--- config.mk ---
export PLATFORM = sky130hd
export DESIGN_NAME = mc_controller
export DESIGN_NICKNAME = d
export VERILOG_FILES = /design/src/rtl/mc_pkg.sv /design/src/rtl/alu_decoder.sv /design/src/rtl/mc_controller.sv
export SDC_FILE = /design/constraint.sdc
export NUM_CORES = 1
export LEC_CHECK = 0
export ABC_CLOCK_PERIOD_IN_PS = 4000
export BUFFER_PORTS_ARGS = -buffer_cell sky130_fd_sc_hd__buf_2
export CORE_ASPECT_RATIO = 0.75
export CORE_MARGIN = 8
export CORE_UTILIZATION = 25
export CTS_CLUSTER_DIAMETER = 60
export DETAILED_ROUTE_END_ITERATION = 10
export HOLD_SLACK_MARGIN = 0.1
export PLACE_DENSITY = 0.47
export SLEW_MARGIN = 30
export SYNTH_ARGS = -nofsm -noshare
export SYNTH_HDL_FRONTEND = slang
export SYNTH_SLANG_ARGS = --single-unit
--- constraint.sdc ---
create_clock -name clk -period 4 [get_ports clk]
set_input_delay 1 -clock clk [delete_from_list [all_inputs] [get_ports clk]]
set_output_delay 1 -clock clk [all_outputs]
set_load 0.1 [all_outputs]
--- src/rtl/mc_pkg.sv ---
// Shared types and encodings for the multicycle RISC-V control unit.
// Latency: n/a (declarations and pure helper functions only).
// Backpressure: n/a.
package mc_pkg;

  typedef enum logic [3:0] {
    FETCH, DECODE, MEMADR, MEMREAD, MEMWB, MEMWRITE,
    EXECUTER, EXECUTEI, ALUWB, BEQ, JAL
  } state_t;

  // Opcodes recognised by the decoder
  localparam logic [6:0] OP_LW    = 7'b0000011;
  localparam logic [6:0] OP_SW    = 7'b0100011;
  localparam logic [6:0] OP_RTYPE = 7'b0110011;
  localparam logic [6:0] OP_ITYPE = 7'b0010011;
  localparam logic [6:0] OP_BEQ   = 7'b1100011;
  localparam logic [6:0] OP_JAL   = 7'b1101111;

  // Immediate extender selects
  localparam logic [1:0] IMM_I = 2'b00;
  localparam logic [1:0] IMM_S = 2'b01;
  localparam logic [1:0] IMM_B = 2'b10;
  localparam logic [1:0] IMM_J = 2'b11;

  // ALU operation classes handed to the ALU decoder
  localparam logic [1:0] ALUOP_ADD  = 2'b00;
  localparam logic [1:0] ALUOP_SUB  = 2'b01;
  localparam logic [1:0] ALUOP_FUNC = 2'b10;

  // ALU control encodings
  localparam logic [2:0] ALU_ADD = 3'b000;
  localparam logic [2:0] ALU_SUB = 3'b001;
  localparam logic [2:0] ALU_AND = 3'b010;
  localparam logic [2:0] ALU_OR  = 3'b011;
  localparam logic [2:0] ALU_SLT = 3'b101;

  // Moore output bundle held in a register alongside the state
  typedef struct packed {
    logic       adrsrc;
    logic       irwrite;
    logic [1:0] alusrca;
    logic [1:0] alusrcb;
    logic [1:0] aluop;
    logic [1:0] resultsrc;
    logic       pcupdate;
    logic       branch;
    logic       regwrite;
    logic       memwrite;
  } ctl_t;

  // Per-state control values; anything not set stays 0
  function automatic ctl_t ctl_of(input state_t s);
    ctl_t c;
    c = '0;
    case (s)
      FETCH:    begin c.irwrite = 1'b1; c.alusrcb = 2'b10; c.resultsrc = 2'b10; c.pcupdate = 1'b1; end
      DECODE:   begin c.alusrca = 2'b01; c.alusrcb = 2'b01; end
      MEMADR:   begin c.alusrca = 2'b10; c.alusrcb = 2'b01; end
      MEMREAD:  begin c.adrsrc = 1'b1; end
      MEMWB:    begin c.resultsrc = 2'b01; c.regwrite = 1'b1; end
      MEMWRITE: begin c.adrsrc = 1'b1; c.memwrite = 1'b1; end
      EXECUTER: begin c.alusrca = 2'b10; c.aluop = ALUOP_FUNC; end
      EXECUTEI: begin c.alusrca = 2'b10; c.alusrcb = 2'b01; c.aluop = ALUOP_FUNC; end
      ALUWB:    begin c.regwrite = 1'b1; end
      BEQ:      begin c.alusrca = 2'b10; c.aluop = ALUOP_SUB; c.branch = 1'b1; end
      JAL:      begin c.alusrca = 2'b01; c.alusrcb = 2'b10; c.pcupdate = 1'b1; end
      default:  c = '0;
    endcase
    return c;
  endfunction

  // Opcode is only consulted in DECODE and MEMADR
  function automatic state_t next_state(input state_t s, input logic [6:0] op);
    state_t n;
    n = FETCH;
    case (s)
      FETCH: n = DECODE;
      DECODE: begin
        case (op)
          OP_LW, OP_SW: n = MEMADR;
          OP_RTYPE:     n = EXECUTER;
          OP_ITYPE:     n = EXECUTEI;
          OP_BEQ:       n = BEQ;
          OP_JAL:       n = JAL;
          default:      n = FETCH;
        endcase
      end
      MEMADR:   n = (op == OP_LW) ? MEMREAD : MEMWRITE;
      MEMREAD:  n = MEMWB;
      EXECUTER: n = ALUWB;
      EXECUTEI: n = ALUWB;
      JAL:      n = ALUWB;
      default:  n = FETCH;
    endcase
    return n;
  endfunction

  // Immediate format follows the opcode regardless of state
  function automatic logic [1:0] imm_of(input logic [6:0] op);
    logic [1:0] i;
    case (op)
      OP_SW:   i = IMM_S;
      OP_BEQ:  i = IMM_B;
      OP_JAL:  i = IMM_J;
      default: i = IMM_I;
    endcase
    return i;
  endfunction

endpackage

--- src/rtl/alu_decoder.sv ---
// Maps ALU operation class plus funct fields to an ALU control code.
// Latency: purely combinational.
// Backpressure: none.
module alu_decoder
  import mc_pkg::*;
(
  input  logic [1:0] aluop,
  input  logic [2:0] funct3,
  input  logic       op5,
  input  logic       funct7b5,
  output logic [2:0] alucontrol
);

  // Subtract only for R-type with funct7[5] set; I-type add has no sub form
  always_comb begin
    alucontrol = ALU_ADD;
    case (aluop)
      ALUOP_ADD: alucontrol = ALU_ADD;
      ALUOP_SUB: alucontrol = ALU_SUB;
      ALUOP_FUNC: begin
        case (funct3)
          3'b000:  alucontrol = (op5 && funct7b5) ? ALU_SUB : ALU_ADD;
          3'b010:  alucontrol = ALU_SLT;
          3'b110:  alucontrol = ALU_OR;
          3'b111:  alucontrol = ALU_AND;
          default: alucontrol = ALU_ADD;
        endcase
      end
      default: alucontrol = ALU_ADD;
    endcase
  end

endmodule

--- src/rtl/mc_controller.sv ---
// Multicycle RISC-V control FSM driving datapath selects and write strobes.
// Latency: 2..5 cycles per instruction; pcwrite follows zero combinationally.
// Backpressure: none; the FSM advances every cycle outside reset.
module mc_controller
  import mc_pkg::*;
(
  input  logic       clk,
  input  logic       rst_n,
  input  logic [6:0] op,
  input  logic [2:0] funct3,
  input  logic       funct7b5,
  input  logic       zero,
  output logic [1:0] immsrc,
  output logic [1:0] alusrca,
  output logic [1:0] alusrcb,
  output logic [1:0] resultsrc,
  output logic       adrsrc,
  output logic [2:0] alucontrol,
  output logic       irwrite,
  output logic       pcwrite,
  output logic       regwrite,
  output logic       memwrite
);

  state_t state;
  ctl_t   ctl_q;
  ctl_t   ctl;

  // State register; Moore outputs are registered for the state being entered
  always_ff @(posedge clk) begin
    if (!rst_n) begin
      state <= FETCH;
      ctl_q <= ctl_of(FETCH);
    end else begin
      state <= next_state(state, op);
      ctl_q <= ctl_of(next_state(state, op));
    end
  end

  // While reset is low, selects show FETCH values and all strobes are quiet
  always_comb begin
    ctl = ctl_q;
    if (!rst_n) begin
      ctl          = ctl_of(FETCH);
      ctl.irwrite  = 1'b0;
      ctl.pcupdate = 1'b0;
      ctl.branch   = 1'b0;
      ctl.regwrite = 1'b0;
      ctl.memwrite = 1'b0;
    end
  end

  assign immsrc    = imm_of(op);
  assign alusrca   = ctl.alusrca;
  assign alusrcb   = ctl.alusrcb;
  assign resultsrc = ctl.resultsrc;
  assign adrsrc    = ctl.adrsrc;
  assign irwrite   = ctl.irwrite;
  assign regwrite  = ctl.regwrite;
  assign memwrite  = ctl.memwrite;
  assign pcwrite   = ctl.pcupdate | (ctl.branch & zero);

  alu_decoder u_alu_decoder (
    .aluop      (ctl.aluop),
    .funct3     (funct3),
    .op5        (op[5]),
    .funct7b5   (funct7b5),
    .alucontrol (alucontrol)
  );

endmodule

==> metrics.md, run 1 <==
| Metric | Value |
|---|---|
| Most common cell after layout, fill and taps aside | `buf_2` |
| Synth Area in Compound Gates | `16.3%` |
| CP max-delay cell | `buf_2` |
| DRT iter0 DRCs | `30` |
| Worst r2r path cells | `5` |
| Startpoint types | `input pin` |
| Crit path max fanout | `20` |
| Worst Hold Path EP | `ctl_q[10]` |
| Yosys reg bits | `16` |
| Die Y-Extent | `67.3 um` |
| Tcrit/Tclk final | `85.6%` |
| Worst VDD drop | `0.180 mV` |
| RSZ-0062 raised after global routing | `false` |
| Post-synthesis sequential area ratio | `36.6%` |
| Clock Latency Late Sink | `0.24 ns` |
| Vias post-DR | `813` |
| Dpl hpwl | `1820 um` |
| Max Fclk | `292 MHz` |
| Setup violators final | `0` |
| PostCTS Resize Cnt | `0` |
| I/O Pins | `30` |
| Initial Util | `26.5%` |
| Status | `finished clean` |
| Row Count | `18` |
| Core outline area | `3310 um2` |
| PD cells | `314 nW/um2` |
| Netlist cell types | `35` |
| Synth Area per Inst | `8.26 um2` |
| Num CTS Buffers | `3` |
| Max-Slew Margin vs Limit | `59.7%` |
| Routability cong. | `0.774` |
| Antenna cells | `0` |
| Synth Cell Area | `876 um2` |
| Min Tclk post-route | `3.42 ns` |
| Simple-gate portion of the synthesized area | `40.4%` |
| CTS clk-pin slew, worst paths | `0.06 ns` |
| Drt drc | `0` |
| CTS root buffer | `clkbuf_8` |
| Leading cell types in the layout, fill and taps excluded | `29 x buf_2, 16 x dfxtp_1, 12 x nor2_1` |
| Clk_skew | `0.00275 ns` |
| GRT busiest layer | `met2` |
| Worst Hold Class | `flip-flop to flip-flop` |
| Hold_buf cts | `0` |
| R2R Setup Slk | `2.09 ns` |
| Largest net degree at the start of global routing | `21` |
| Main combinational cell family by area after synthesis | `simple AND/OR/NAND/NOR gates` |
| GRT Overall Usage | `8.02%` |
| Cells on Worst Hold Path | `3` |
| WP data required | `3.00 ns` |
| Layout cell share with drive strength beyond 1 | `32.4%` |
| Total gr overflow | `0` |
| Most Frequent Cell on Critical Path | `buf_2` |
| Met2 GRT Util | `12.7%` |
| Setup bufs post-CTS | `0` |
| WP buf/inv | `2` |
| Area Growth Syn to Fin | `29.7%` |
| Max cap viols | `0` |
| Critical-path cell list | `buf_2 > nand2_1 > ha_1 > nor4_4 > buf_2` |
| CP delay by family, top | `buffers and inverters` |
| Setup ws final | `0.576 ns` |
| Setup CP Type | `input pin to output pin` |
| Initial antenna violation count | `0` |
| First-pass DRT Iterations | `4` |
| Post-synthesis xor/xnor area fraction | `0%` |
| Post-placement setup slack | `0.555 ns` |
| Source of the worst register-to-register timing path | `state[0]` |
| Vias/cell | `4.62` |
| Syn_nets | `122` |
| Wire length per cell | `12.7 um` |
| CTS Buffer Depth | `2` |
| Slew Limit Fails | `0` |
| Nets | `154` |
| CP Capture Type | `output pin` |
| Met1 Use GR | `9.86%` |
| Worst slew pin tran | `0.600 ns` |
| I/O Buffers | `29` |
| Mux share of post-synthesis cell area | `0%` |
| Die W | `84.3 um` |
| Layout fillers | `357` |
| Worst hold start | `state[1]` |
| Area share of fa/ha/maj cells after synthesis | `2.86%` |
| Final Hold Vio Count | `0` |
| First-pass GRT wire length | `3770 um` |
| R2R Path End | `ctl_q[8]` |
| Pleak | `0.546 nW` |
| Full die area | `5670 um2` |
| Post-Syn Instances | `106` |
| Total detailed-routing wirelength | `2240 um` |
| Yosys warns | `0` |
| Final core occ | `34.3%` |
| # clock sinks | `16` |
| Maximum level of the CTS H-tree | `1` |
| Critical Path Max Stage Delay | `0.46 ns` |
| CTS tree | `done` |
| GR Layer Usage met3 | `3.97%` |
| Critical Path AT | `2.42 ns` |
| Vias in the first global route | `808` |
| Post-DRT Antenna Nets | `0` |
==> routing by layer <==
layer	share of wire (%)	vias to the layer above	routed length, um
met5	0	-	0
met4	0	0	0
met3	6.3	0	141
met2	44	16	987
met1	50	365	1110
li1	-	432	-
==> registers in the layout, summed over array words and instances (netlist names) <==
| signal | flops |
|---|---|
| ctl_q | 12 |
| state | 4 |
==> power by group <==
part           internal, W  switching (W)  leakage, nW
clock network    0.0000666      0.0000480       0.0216
logic            0.0000189      0.0000564        0.393
registers         0.000165     0.00000204        0.131
==> final cells by class <==
type / count / area [um2] / share of cell area (%)
timing repair buffer: 29 / 145 / 12.8
sequential: 16 / 320 / 28.2
multi-input combinational: 81 / 553 / 48.7
tap: 40 / 50.0 / 4.41
clock buffer: 3 / 41.3 / 3.63
inverter: 7 / 26.3 / 2.31
==> synthesized netlist by cell type, drive strengths merged <==
cell type | number | share of area, %
and2 | 9 | 6.4
or2b | 1 | 0.86
nand3b | 1 | 0.86
or3 | 2 | 1.4
nor3b | 5 | 4.9
a21oi | 4 | 2.3
o21ai | 4 | 2.3
clkbuf | 2 | 0.86
a21boi | 1 | 0.86
dfxtp | 16 | 37
or4b | 1 | 1.6
o41ai | 1 | 1.9
nand2b | 3 | 2.1
a31oi | 1 | 0.71
o22a | 1 | 1.0
and3b | 1 | 1.0
inv | 7 | 3.0
ha | 2 | 2.9
o22ai | 1 | 1.4
nor2b | 2 | 1.4
nor4 | 3 | 3.9
a2111oi | 1 | 1.0
nor2 | 13 | 5.9
a31o | 1 | 1.0
nand3 | 1 | 0.57
nor4bb | 1 | 1.1
a21o | 1 | 0.86
nor3 | 6 | 3.4
o211ai | 2 | 1.7
or2 | 1 | 0.71
nand2 | 10 | 4.3
o221a | 1 | 1.3
==> worst reg2reg max path, stage by stage (launching register included) <==
cell and delay [ns]:
dfxtp_1 0.40, or4b_4 0.54, nor3_1 0.27, o22a_1 0.27
nor3_1 0.07, o221a_1 0.24
==> worst max path at each step <==
stage / startpoint / depth (start not counted) / end / slack, ns
final: rst_n / 5 / alucontrol[2] / 0.58
after global placement: rst_n / 5 / alucontrol[2] / 0.59
after floorplan: op[6] / 2 / immsrc[0] / -0.29
after global routing: rst_n / 5 / alucontrol[2] / 0.48
after detailed placement: rst_n / 5 / alucontrol[2] / 0.56
after CTS: rst_n / 5 / alucontrol[2] / 0.56
==> kinds of logic (layout without fill, tap and decap cells) <==
group	count (synthesis)	in the layout
and+or+nand+nor	60	60
adders and majority gates	2	2
DFF	16	16
AOI/OAI and AO/OA	19	19
buffers and inverters	9	39
==> through the flow <==
| step | total power [W] | cell area (um2) | hold slack, ns | instances | TNS [ns] |
|---|---|---|---|---|---|
| 6_report | 0.000356 | 1140 | 0.699 | 176 | 0 |
| 5_1_grt | 0.000373 | 1140 | 0.769 | 176 | 0 |
| 4_1_cts | 0.000359 | 1140 | 0.691 | 176 | 0 |
| 3_5_place_dp | 0.000245 | 1090 | 0.671 | 173 | 0 |
| 3_3_place_gp | 0.000245 | 1090 | 0.661 | 173 | 0 |
| 2_1_floorplan | 0.000226 | 907 | 0.568 | 106 | -0.294 |
(Power assumes the default switching activity.)
==> run 2, diff against run 1 <==
- ABC_CLOCK_PERIOD_IN_PS: 4000 -> 3600
- CORE_ASPECT_RATIO: 0.75 -> 2
- GPL_ROUTABILITY_DRIVEN: unset -> 0
- clock period: 4 -> 3.6 ns (I/O delays scaled with it)
==> metrics.md, run 2 (synthesis gave the netlist of run 1 again) <==
| Metric | Value |
|---|---|
| Status | `finished clean` |
| GRT busiest layer | `met2` |
| Startpoint types | `input pin` |
| Vias in the first global route | `873 (+8.0%)` |
| Post-DRT Antenna Nets | `0 (unchanged)` |
| Die W | `57.9 um (-31%)` |
| Post-placement setup slack | `0.446 ns (-0.109 ns)` |
| # clock sinks | `16 (unchanged)` |
| CTS Buffer Depth | `2 (unchanged)` |
| WP data required | `2.70 ns (-0.30 ns)` |
| Top reg by flops | `ctl_q` |
| PostCTS Resize Cnt | `0 (unchanged)` |
| CP Capture Type | `output pin` |
| I/O Pins | `30 (unchanged)` |
| Met2 GRT Util | `16.6% (+3.9 points)` |
| Num CTS Buffers | `3 (unchanged)` |
| Clock Latency Late Sink | `0.25 ns (about the same)` |
| Initial Util | `25.9% (-0.53 points)` |
| Vias/cell | `4.96 (+7.5%)` |
| First-pass DRT Iterations | `3 (-1)` |
| Most common cell after layout, fill and taps aside | `buf_2` |
| Nets | `155 (+0.65%)` |
| Met1 Use GR | `6.94% (-2.9 points)` |
| Final Hold Vio Count | `0 (unchanged)` |
| CTS root buffer | `clkbuf_8` |
| Drt drc | `0 (unchanged)` |
| Antenna cells | `0 (unchanged)` |
| Setup TNS | `0 ns (unchanged)` |
| Largest net degree at the start of global routing | `17 (-19%)` |
| RSZ-0062 raised after global routing | `false` |
| Worst VDD drop | `0.196 mV (+9.1%)` |
| Max-Slew Margin vs Limit | `62.9% (+3.2 points)` |
| Die Y-Extent | `99.7 um (+48%)` |
| GRT Overall Usage | `8.22% (+0.20 points)` |
| CTS clk-pin slew, worst paths | `0.06 ns (about the same)` |
| First-pass GRT wire length | `3810 um (+1.1%)` |
| Worst slew pin tran | `0.550 ns (-0.0492 ns)` |
| Core outline area | `3380 um2 (+2.0%)` |
| Hold slack | `0.666 ns (-0.0326 ns)` |
| Total gr overflow | `0 (unchanged)` |
| Row Count | `30 (+12)` |
| Dpl hpwl | `1990 um (+9.3%)` |
| Setup violators final | `0 (unchanged)` |
| CP max-delay cell | `buf_2` |
| PD cells | `350 nW/um2 (+11%)` |
| Full die area | `5770 um2 (+1.7%)` |
| Max reg flops | `12 (unchanged)` |
| Pleak | `0.559 nW (+2.4%)` |
| R2R Setup Slk | `1.68 ns (-0.41 ns)` |
| Vias post-DR | `839 (+3.2%)` |
| Setup CP Type | `input pin to output pin` |
| Total detailed-routing wirelength | `2380 um (+6.3%)` |
| Top flop regs | `ctl_q x12, state x4` |
| Critical Path AT | `2.24 ns (-0.18 ns)` |
| Leading cell types in the layout, fill and taps excluded | `29 x buf_2, 16 x dfxtp_1, 11 x nor2_1` |
| Area Growth Syn to Fin | `30.4%` |
| Slew Limit Fails | `0 (unchanged)` |
| Worst Hold Class | `flip-flop to flip-flop` |
| Hold_buf cts | `0 (unchanged)` |
| Layout cell share with drive strength beyond 1 | `33.6% (+1.2 points)` |
| I/O Buffers | `29 (unchanged)` |
| Setup bufs post-CTS | `0 (unchanged)` |
| Wire length per cell | `14.1 um (+11%)` |
| Maximum level of the CTS H-tree | `1 (unchanged)` |
| Initial antenna violation count | `0 (unchanged)` |
| GR Layer Usage met3 | `2.59% (-1.4 points)` |
| Most Frequent Cell on Critical Path | `buf_2` |
| Setup ws final | `0.465 ns (-0.111 ns)` |
| Clk_skew | `0.00278 ns (+0.0000367 ns)` |
| Critical Path Max Stage Delay | `0.48 ns (+0.02 ns)` |
| Crit path max fanout | `5 (-75%)` |
| Max cap viols | `0 (unchanged)` |
| DRT iter0 DRCs | `12 (-60%)` |
| Critical-path cell list | `buf_2 > or3_1 > a2111oi_2 > buf_2` |
| Min Tclk post-route | `3.14 ns` |
| Max Fclk | `319 MHz` |
| Tcrit/Tclk final | `87.1%` |
| Final core occ | `33.8% (-0.50 points)` |
| CTS tree | `done` |
-- run 2: final timing paths --
kind | from | to | depth (start not counted)
worst max register to register | state[3] | ctl_q[8] | 5
worst min register to register | state[1] | ctl_q[10] | 3
worst max-delay path | op[6] | immsrc[0] | 4
worst min-delay path | state[1] | ctl_q[10] | 3
-- run 2: through the flow --
step                instances  area (um2)  power [W]
detailed placement        166        1100   0.000274
floorplan                 106         916   0.000251
CTS                       169        1140   0.000402
global placement          166        1100   0.000273
finish                    169        1140   0.000400
global route              169        1140   0.000415
-- run 2: area by class of cell --
| cell class | instances | area (um2) |
|---|---|---|
| multi-input combinational | 81 | 562 |
| sequential | 16 | 320 |
| inverter | 7 | 26.3 |
| tap | 32 | 40.0 |
| timing repair buffer | 30 | 153 |
| clock buffer | 3 | 41.3 |
| fill | 374 | 2240 |
-- run 2: routing by layer --
metal	routed length [um]	share of wire, %	vias to the layer above
met5	0	0	-
met4	35	1.5	0
met3	150	6.3	4
met2	1350	57	16
met1	846	36	388
li1	-	-	431
-- run 2: report_power, final --
part	switching, W	leakage [nW]	internal (W)
sequential	0.00000224	0.131	0.000183
clock	0.0000558	0.0216	0.0000741
combinational	0.0000629	0.406	0.0000217
total	0.000121	0.559	0.000279
-- run 2: critical path: cells and delay by family --
family | cells | cell delay, ns
buffers and inverters | 2 | 0.60
AND/OR/NAND/NOR | 1 | 0.42
AO/OA/AOI/OAI | 1 | 0.31
==> run 3, diff against run 2 <==
- CAP_MARGIN: unset -> 15
- RECOVER_POWER: unset -> 25
==> metrics.md, run 3 (synthesis gave the netlist of run 1 again) <==
| Metric | Value |
|---|---|
| Status | `finished clean` |
| Drt drc | `0 (unchanged)` |
| Setup CP Type | `input pin to output pin` |
| Setup bufs post-CTS | `0 (unchanged)` |
| # clock sinks | `16 (unchanged)` |
| Pleak | `0.527 nW (-5.6%)` |
| WP data required | `2.70 ns (about the same)` |
| Worst Hold Class | `flip-flop to flip-flop` |
| Slew Limit Fails | `0 (unchanged)` |
| Total detailed-routing wirelength | `2350 um (-1.2%)` |
| Power Total | `0.000397 W (-0.76%)` |
| Multi-input gate area | `533 um2 (-5.1%)` |
| Top flop regs | `ctl_q x12, state x4` |
| First-pass GRT wire length | `3810 um (unchanged)` |
| Nets | `155 (unchanged)` |
| Worst VDD drop | `0.185 mV (-5.7%)` |
| Cell depth of the worst setup path | `4 (unchanged)` |
| Max cap viols | `0 (unchanged)` |
| Largest net degree at the start of global routing | `17 (unchanged)` |
| Min Tclk post-route | `3.14 ns (+0.00586 ns)` |
| Worst hold start | `state[1]` |
| Tcrit/Tclk final | `87.2% (+0.16 points)` |
| CP Capture Type | `output pin` |
| Layout cell share with drive strength beyond 1 | `29.2% (-4.4 points)` |
| Initial antenna violation count | `0 (unchanged)` |
| Post-DRT Antenna Nets | `0 (unchanged)` |
| Max reg flops | `12 (unchanged)` |
| Area Growth Syn to Fin | `26.9%` |
| PD cells | `357 nW/um2 (+2.0%)` |
| Routed length on met2 | `1350 um (about the same)` |
| PostCTS Resize Cnt | `0 (unchanged)` |
| Startpoint types | `input pin` |
| CTS tree | `done` |
| Worst slew pin tran | `0.895 ns (+0.345 ns)` |
| R2R Setup Slk | `1.44 ns (-0.24 ns)` |
| Max-Slew Margin vs Limit | `39.5% (-23 points)` |
| CP max-delay cell | `buf_2` |
| Num CTS Buffers | `3 (unchanged)` |
| Antenna cells | `0 (unchanged)` |
| Vias/cell | `5.00 (+0.72%)` |
| Final Hold Vio Count | `0 (unchanged)` |
| WL met1 | `817 um (-3.4%)` |
| Clock Latency Late Sink | `0.25 ns (about the same)` |
| Crit path max fanout | `5 (unchanged)` |
| Dpl hpwl | `1990 um (unchanged)` |
| Initial Util | `25.9% (unchanged)` |
| Total gr overflow | `0 (unchanged)` |
| Crit path to | `immsrc[0]` |
| Leading cell types in the layout, fill and taps excluded | `27 x buf_2, 16 x dfxtp_1, 11 x nor2_1` |
| R2R Path End | `ctl_q[8]` |
| RSZ-0062 raised after global routing | `false` |
| I/O Pins | `30 (unchanged)` |
| Most common cell after layout, fill and taps aside | `buf_2` |
| Vias in the first global route | `873 (unchanged)` |
| Top Layer Used | `met4` |
| CTS Buffer Depth | `2 (unchanged)` |
| Die W | `57.9 um (unchanged)` |
| GRT Overall Usage | `8.22% (unchanged)` |
| CP delay by family, top | `buffers and inverters` |
| Wire length per cell | `13.9 um (-1.2%)` |
| Hold slack | `0.666 ns (-0.000381 ns)` |
| Die Y-Extent | `99.7 um (unchanged)` |
| Maximum level of the CTS H-tree | `1 (unchanged)` |
| Core outline area | `3380 um2 (unchanged)` |
| Critical Path AT | `2.24 ns (about the same)` |
| Met3 wire length | `150 um (unchanged)` |
| I/O Buffers | `29 (unchanged)` |
| WP buf/inv | `2 (unchanged)` |
| Layout fillers | `379 (+1.3%)` |
| Top reg by flops | `ctl_q` |
| Vias post-DR | `845 (+0.72%)` |
| Critical Path Max Stage Delay | `0.48 ns (about the same)` |
| Row Count | `30 (unchanged)` |
| Clk_skew | `0.00210 ns (-0.000686 ns)` |
| Max Fclk | `318 MHz (-0.19%)` |
| Hold_buf cts | `0 (unchanged)` |
| Setup ws final | `0.459 ns (-0.00586 ns)` |
| Critical-path cell list | `clkbuf_1 > or3_1 > a2111oi_2 > buf_2` |
| First-pass DRT Iterations | `4 (+1)` |
| Post-placement setup slack | `0.446 ns (unchanged)` |
| FF+latch area | `320 um2 (unchanged)` |
| Fin cells | `169 (unchanged)` |
| Source of the worst register-to-register timing path | `state[3]` |
| DRT iter0 DRCs | `9 (-3)` |
| CP startpoint | `op[6]` |
| Worst r2r path cells | `4 (-1)` |
| CTS root buffer | `clkbuf_8` |
| Full die area | `5770 um2 (unchanged)` |
| CTS clk-pin slew, worst paths | `0.06 ns (about the same)` |
| DP Cell Count | `166 (unchanged)` |
| Setup violators final | `0 (unchanged)` |
## run 3: how the worst min path moves through the flow
| stage | to | slack (ns) | cells after the start |
|---|---|---|---|
| after CTS | ctl_q[10] | 0.66 | 3 |
| after global placement | ctl_q[10] | 0.63 | 3 |
| after global routing | ctl_q[10] | 0.74 | 3 |
| final | ctl_q[10] | 0.67 | 3 |
| after floorplan | ctl_q[10] | 0.57 | 3 |
| after detailed placement | ctl_q[10] | 0.65 | 3 |
## run 3: area by class of cell
| type | count | area share (%) |
|---|---|---|
| clock buffers | 3 | 3.72 |
| inverters | 7 | 2.36 |
| flip-flops and latches | 16 | 28.8 |
| multi-input cells | 81 | 48.0 |
| repair buffers | 30 | 13.5 |
| well taps | 32 | 3.60 |
## run 3: through the flow
stage          TNS, ns  util, %  instance area, um2
6_report             0     32.9                1110
5_1_grt              0     32.9                1110
4_1_cts              0     33.8                1140
3_5_place_dp         0     32.6                1100
3_3_place_gp         0     32.6                1100
2_1_floorplan   -0.494        -                 916
## run 3: worst min-delay path: stages, from the launching register on
cell     delay (ns)
dfxtp_1        0.37
nor4_1         0.11
nor2_1         0.10
nor2_1         0.04
## run 3: power breakdown
part           switching (W)  internal, W   total, W  leakage (nW)
Clock              0.0000555    0.0000741   0.000130        0.0216
Combinational      0.0000609    0.0000209  0.0000819         0.375
Sequential        0.00000224     0.000183   0.000185         0.131
## run 3: routing by layer
layer / vias up / GRT usage [%]
met1: 393 / 6.94
met3: 4 / 2.59
met2: 16 / 16.6
li1: 432 / -
met5: - / 0
met4: 0 / 2.85
